## src/rtl/mem_ctrl_if.sv

```systemverilog
// Request/response bus between the cache controller (master) and the memory
// controller (slave).
interface mem_ctrl_if #(
    parameter int DATA_W = 8,
    parameter int ADDR_W = 4
);
    logic              mem_cs;
    logic              mem_rd;
    logic              mem_wr;
    logic [ADDR_W-1:0] mem_addr;
    logic [DATA_W-1:0] mem_wdata;
    logic [DATA_W-1:0] mem_rdata;
    logic              mem_ready;
    logic              mem_busy;
    logic              mem_err;

    modport master (
        output mem_cs, mem_rd, mem_wr, mem_addr, mem_wdata,
        input  mem_rdata, mem_ready, mem_busy, mem_err
    );

    modport slave (
        input  mem_cs, mem_rd, mem_wr, mem_addr, mem_wdata,
        output mem_rdata, mem_ready, mem_busy, mem_err
    );
endinterface

```

## src/rtl/mem_ctrl.sv

```systemverilog
// Main-memory model: fixed-latency word array access with abort-on-withdrawal
// and a one-cycle registered completion pulse.
module mem_ctrl #(
    parameter int DATA_W  = 8,
    parameter int ADDR_W  = 4,
    parameter int LATENCY = 3
) (
    input  logic          clk,
    input  logic          reset,
    mem_ctrl_if.slave     bus
);
    localparam int         DEPTH    = 1 << ADDR_W;
    localparam logic [3:0] CNT_LOAD = 4'(LATENCY - 1);

    typedef enum logic [1:0] {
        ST_IDLE = 2'd0,
        ST_BUSY = 2'd1,
        ST_DONE = 2'd2
    } state_t;

    state_t            state_q, state_d;
    logic [3:0]        cnt_q, cnt_d;
    logic              op_wr_q, op_wr_d;
    logic [ADDR_W-1:0] addr_q, addr_d;
    logic [DATA_W-1:0] wdata_q, wdata_d;
    logic [DATA_W-1:0] rdata_q, rdata_d;
    logic              ready_q, ready_d;
    logic              busy_q, busy_d;
    logic              err_q, err_d;
    logic [DATA_W-1:0] mem_q [DEPTH];

    logic              accept_s;
    logic              complete_s;
    logic              mem_we_s;

    assign accept_s   = (state_q == ST_IDLE) && bus.mem_cs && (bus.mem_rd ^ bus.mem_wr);
    // Withdrawal of mem_cs wins over completion on the same edge.
    assign complete_s = (state_q == ST_BUSY) && bus.mem_cs && (cnt_q == 4'd0);

    // State register, request latches, registered outputs and the word array.
    always_ff @(posedge clk or posedge reset) begin
        if (reset) begin
            state_q <= ST_IDLE;
            cnt_q   <= 4'd0;
            op_wr_q <= 1'b0;
            addr_q  <= '0;
            wdata_q <= '0;
            rdata_q <= '0;
            ready_q <= 1'b0;
            busy_q  <= 1'b0;
            err_q   <= 1'b0;
            for (int i = 0; i < DEPTH; i++) begin
                mem_q[i] <= '0;
            end
        end else begin
            state_q <= state_d;
            cnt_q   <= cnt_d;
            op_wr_q <= op_wr_d;
            addr_q  <= addr_d;
            wdata_q <= wdata_d;
            rdata_q <= rdata_d;
            ready_q <= ready_d;
            busy_q  <= busy_d;
            err_q   <= err_d;
            if (mem_we_s) begin
                mem_q[addr_q] <= wdata_q;
            end
        end
    end

    // Next-state logic: acceptance, latency countdown, abort and return to idle.
    always_comb begin
        state_d = state_q;
        cnt_d   = cnt_q;
        op_wr_d = op_wr_q;
        addr_d  = addr_q;
        wdata_d = wdata_q;
        case (state_q)
            ST_IDLE: begin
                if (accept_s) begin
                    state_d = ST_BUSY;
                    cnt_d   = CNT_LOAD;
                    op_wr_d = bus.mem_wr;
                    addr_d  = bus.mem_addr;
                    wdata_d = bus.mem_wdata;
                end else begin
                    state_d = ST_IDLE;
                end
            end
            ST_BUSY: begin
                if (!bus.mem_cs) begin
                    state_d = ST_IDLE;
                    cnt_d   = 4'd0;
                end else if (cnt_q != 4'd0) begin
                    cnt_d   = cnt_q - 4'd1;
                end else begin
                    state_d = ST_DONE;
                end
            end
            ST_DONE: begin
                state_d = ST_IDLE;
            end
            default: begin
                state_d = ST_IDLE;
                cnt_d   = 4'd0;
            end
        endcase
    end

    // Output logic: next values of the registered handshake and read data.
    always_comb begin
        ready_d  = complete_s;
        busy_d   = (state_d != ST_IDLE);
        err_d    = (state_q == ST_IDLE) && bus.mem_cs && bus.mem_rd && bus.mem_wr;
        mem_we_s = complete_s && op_wr_q;
        if (complete_s && !op_wr_q) begin
            rdata_d = mem_q[addr_q];
        end else begin
            rdata_d = rdata_q;
        end
    end

    assign bus.mem_rdata = rdata_q;
    assign bus.mem_ready = ready_q;
    assign bus.mem_busy  = busy_q;
    assign bus.mem_err   = err_q;
endmodule
```

## src/flat_wrapper.sv

```systemverilog
// flat-port wrapper written by rule: the top's interface ports become plain ports
module mem_ctrl_flat 
#(
    parameter int DATA_W  = 8,
    parameter int ADDR_W  = 4,
    parameter int LATENCY = 3
)
  (clk, reset, bus_mem_cs, bus_mem_rd, bus_mem_wr, bus_mem_addr, bus_mem_wdata, bus_mem_rdata, bus_mem_ready, bus_mem_busy, bus_mem_err);
  mem_ctrl_if #(.DATA_W(DATA_W), .ADDR_W(ADDR_W)) bus_i ();
  input  logic clk;
  input  logic reset;
  input wire logic [$bits(bus_i.mem_cs)-1:0] bus_mem_cs;
  input wire logic [$bits(bus_i.mem_rd)-1:0] bus_mem_rd;
  input wire logic [$bits(bus_i.mem_wr)-1:0] bus_mem_wr;
  input wire logic [$bits(bus_i.mem_addr)-1:0] bus_mem_addr;
  input wire logic [$bits(bus_i.mem_wdata)-1:0] bus_mem_wdata;
  output wire logic [$bits(bus_i.mem_rdata)-1:0] bus_mem_rdata;
  output wire logic [$bits(bus_i.mem_ready)-1:0] bus_mem_ready;
  output wire logic [$bits(bus_i.mem_busy)-1:0] bus_mem_busy;
  output wire logic [$bits(bus_i.mem_err)-1:0] bus_mem_err;
  assign bus_i.mem_cs = bus_mem_cs;
  assign bus_i.mem_rd = bus_mem_rd;
  assign bus_i.mem_wr = bus_mem_wr;
  assign bus_i.mem_addr = bus_mem_addr;
  assign bus_i.mem_wdata = bus_mem_wdata;
  assign bus_mem_rdata = bus_i.mem_rdata;
  assign bus_mem_ready = bus_i.mem_ready;
  assign bus_mem_busy = bus_i.mem_busy;
  assign bus_mem_err = bus_i.mem_err;
  mem_ctrl #(.DATA_W(DATA_W), .ADDR_W(ADDR_W), .LATENCY(LATENCY)) u_core (.clk(clk), .reset(reset), .bus(bus_i));
endmodule
```

## config.mk

```make
export PLATFORM = sky130hd
export DESIGN_NAME = mem_ctrl_flat
export DESIGN_NICKNAME = d
export VERILOG_FILES = /design/src/rtl/mem_ctrl_if.sv /design/src/rtl/mem_ctrl.sv /design/src/flat_wrapper.sv
export SDC_FILE = /design/constraint.sdc
export NUM_CORES = 1
export LEC_CHECK = 0
export BUFFER_PORTS_ARGS = -buffer_cell sky130_fd_sc_hd__buf_2
export CAP_MARGIN = 10
export CELL_PAD_IN_SITES_DETAIL_PLACEMENT = 1
export CELL_PAD_IN_SITES_GLOBAL_PLACEMENT = 2
export CORE_UTILIZATION = 41
export CTS_CLUSTER_DIAMETER = 60
export DETAILED_ROUTE_END_ITERATION = 6
export GPL_TIMING_DRIVEN = 0
export PLACE_DENSITY = 0.73
export SYNTH_ARGS = -nofsm -noshare
export SYNTH_HDL_FRONTEND = slang
export SYNTH_SLANG_ARGS = --single-unit
export TNS_END_PERCENT = 100
```

## constraint.sdc

```tcl
create_clock -name clk -period 4.6 [get_ports clk]
set_input_delay 0.23 -clock clk [delete_from_list [all_inputs] [get_ports clk]]
set_output_delay 0.23 -clock clk [all_outputs]
set_load 0.005 [all_outputs]
```

==> results.sh <==
export IMPL_netlist_area_sq_um=7300
export IMPL_drt_iter0_drc=231
export IMPL_fp_coreArea_sq_um=17400
export IMPL_synthMuxAreaShare_pct=31.6
export IMPL_start_kind="register"
export IMPL_finalCritPeriodShare_pct=50.8
export IMPL_yosysSeqAreaShare_pct=54.2
export IMPL_ys_top_cells_by_area="dfrtp_1, mux2_2, mux4_2"
export IMPL_clockBufferDepth=2
export IMPL_die_h_um=135
export IMPL_worstMarginPinSlew_ns=0.975
export IMPL_clk_pin_slew_ns=0.06
export IMPL_synth_edf_count=0
export IMPL_nets=563
export IMPL_synth_top_family_by_area="multiplexers"
export IMPL_postRouteWirelength_mm=18.0
export IMPL_fin_skew_ns=0.00789
export IMPL_overflow=0
export IMPL_cts_setup_buffers=0
export IMPL_cp_max_fo=8
export IMPL_cp_arrival_ns=2.65
export IMPL_rsz0062_at_grt="no"
export IMPL_antenna_found_initial=0
export IMPL_syn_avg_cell_area_sq_um=14.9
export IMPL_gp_congestion=0.728
export IMPL_fin_crit_ns=2.33
export IMPL_holdBufCountCts=8
export IMPL_clk_insertion_delay_late_ns=0.43
export IMPL_synth_top_flop_cell="dfrtp_1"
export IMPL_worstSetupPathType="reg2reg"
export IMPL_die_width_um=135
export IMPL_via_per_inst=5.60
export IMPL_avgRoutedWirePerCell_um=23.1
export IMPL_endpoint_kind="register"
export IMPL_yosys_warnings=0
export IMPL_p_leak_nw=4.14
export IMPL_synth_cell_types=41
export IMPL_synth_fp_nets=508
export IMPL_finalHoldViolCount=0
export IMPL_synth_xor_area_share_pct=0.120
export IMPL_synth_most_common_cell="dfrtp_1"
export IMPL_outcome="finished clean"
export IMPL_synth_top_area_share_pct=54.2
export IMPL_grt_start_max_net_pins=97
export IMPL_root_buffer="clkbuf_16"
export IMPL_cts_buffers_inserted=17
export IMPL_synth_common_cells="dfrtp_1, mux2_2, nand2_1"
export IMPL_die_area_sq_um=18300
export IMPL_cts_sinks=158
export IMPL_cts_resized=0
export IMPL_final_setup_viol_count=0
export IMPL_power_density_nw_per_um2=546
export IMPL_drc=0
export IMPL_row_count=48
export IMPL_setup_slack_ns=2.27
export IMPL_max_slew_margin_rel_pct=34.5
export IMPL_synthSimpleGateAreaFrac_pct=8.72
export IMPL_yosysTopAreaCell="dfrtp_1"
export IMPL_cts_tree="yes"
export IMPL_dp_hpwl_mm=12.1
export IMPL_port_buffers=27
export IMPL_synthAdderAreaFrac_pct=0.343
export IMPL_async_flop_share_pct=100
export IMPL_hold_class="in2reg"
export IMPL_fin_util_pct=48.5
export IMPL_synth_compound_area_share_pct=1.80
export IMPL_max_freq_mhz=428
export IMPL_antennaDiodeCount=0
export IMPL_area_delta_synth_final_pct=15.4
export IMPL_cp_required_ns=4.91
export IMPL_htreeDepth=4
export IMPL_ant_nets=0
export IMPL_max_cap_violations=0
export IMPL_final_max_slew_viol_count=0
export IMPL_synth_cells=489
export IMPL_grt_pass1_vias=4795
export IMPL_vias=4355
export IMPL_drt_pass1_iterations=4
export IMPL_dp_slack_ns=2.23
export IMPL_grt_pass1_wl_mm=28.4
export IMPL_drive_above_1_share_pct=45.2
export IMPL_vdd_drop_max_uv=301
export IMPL_grtUsageTotal_pct=21.8
export IMPL_ys_seq_elements=158
export IMPL_initial_core_util_pct=42.1
export IMPL_boundaryPins=28
final cells by class:
class | instances | area, sq um
fillers | 1718 | 8930
flip-flops and latches | 158 | 3950
multi-input cells | 298 | 3110
clock buffers | 21 | 480
well taps | 225 | 282
repair buffers | 36 | 243
plain buffers | 28 | 220
clock inverters | 7 | 113
inverters | 5 | 23.8
power breakdown:
part	internal (W)	leakage, nW	switching [W]
clock	0.000895	0.293	0.000537
combinational	0.000585	1.68	0.000675
sequential	0.00166	2.17	0.000249
worst max-delay path, cell delays in order (launching register included):
cell and delay (ns):
dfrtp_1 0.40, inv_1 0.10, ha_1 0.16, nor3b_4 0.34, nand3_1 0.24, nor2_2 0.56
mux2_2 0.41
sequential cells by signal (all words and copies together) (netlist names):
register and flops:
u_core.mem_q 128, u_core.state_q 2, u_core.bus.mem_err 1, u_core.addr_q 4
u_core.wdata_q 8, u_core.bus.mem_rdata 8, u_core.op_wr_q 1, u_core.bus.mem_ready 1
u_core.bus.mem_busy 1, u_core.cnt_q 4
stage by stage:
stage | instance area [sq um] | setup TNS (ns) | hold WS (ns) | power (W) | std cells
after floorplan | 7300 | 0 | 0.335 | 0.00277 | 489
after global routing | 8420 | 0 | 0.00610 | 0.00483 | 778
after global placement | 7720 | -248.01 | 0.422 | 0.00313 | 741
after CTS | 8420 | 0 | 0.00527 | 0.00465 | 778
final | 8420 | 0 | 0.0172 | 0.00460 | 778
after detailed placement | 7750 | 0 | 0.367 | 0.00320 | 742
cells in the final DEF, fill, tap and decap left out, types with 8 or more instances in the layout:
cell           instances
dfrtp_1              158
clkbuf_16             17
mux4_2                16
buf_6                 13
mux4_1                11
clkbuf_1              12
buf_2                 27
nand3_1               18
dlygate4sd3_1          8
mux2_2               136
nand2_1               51
a32oi_1                8
metal layers:
metal | GRT usage (%) | vias to the layer above | wire (um)
met5 | 0 | - | 0
li1 | - | 1910 | -
met3 | 4.19 | 32 | 560
met4 | 8.74 | 0 | 369
met1 | 28.6 | 2342 | 8040
met2 | 35.4 | 71 | 9010
cell families (layout without fill, tap and decap cells):
| kind of cell | Yosys count | in the layout |
|---|---|---|
| AOI/OAI and AO/OA | 17 | 17 |
| xor gates and xnor gates | 1 | 1 |
| adders and majority gates | 2 | 2 |
| buffers and inverters | 33 | 97 |
| DFF | 158 | 158 |
| muxes | 168 | 168 |
| and+or+nand+nor | 110 | 110 |
worst paths after layout:
kind	start	depth (start not counted)	to	slack, ns
min	bus_mem_addr[3]	3	u_core.addr_q[3]	0.02
max reg2reg	u_core.cnt_q[0]	6	u_core.mem_q[54]	2.27
max	u_core.cnt_q[0]	6	u_core.mem_q[54]	2.27
min reg2reg	u_core.bus.mem_rdata[2]	2	u_core.bus.mem_rdata[2]	0.48
min in group asynchronous	reset	3	u_core.bus.mem_err	0.43
max in group asynchronous	reset	4	u_core.bus.mem_rdata[3]	3.28
No activity file was read; power rests on OpenSTA's default activity.
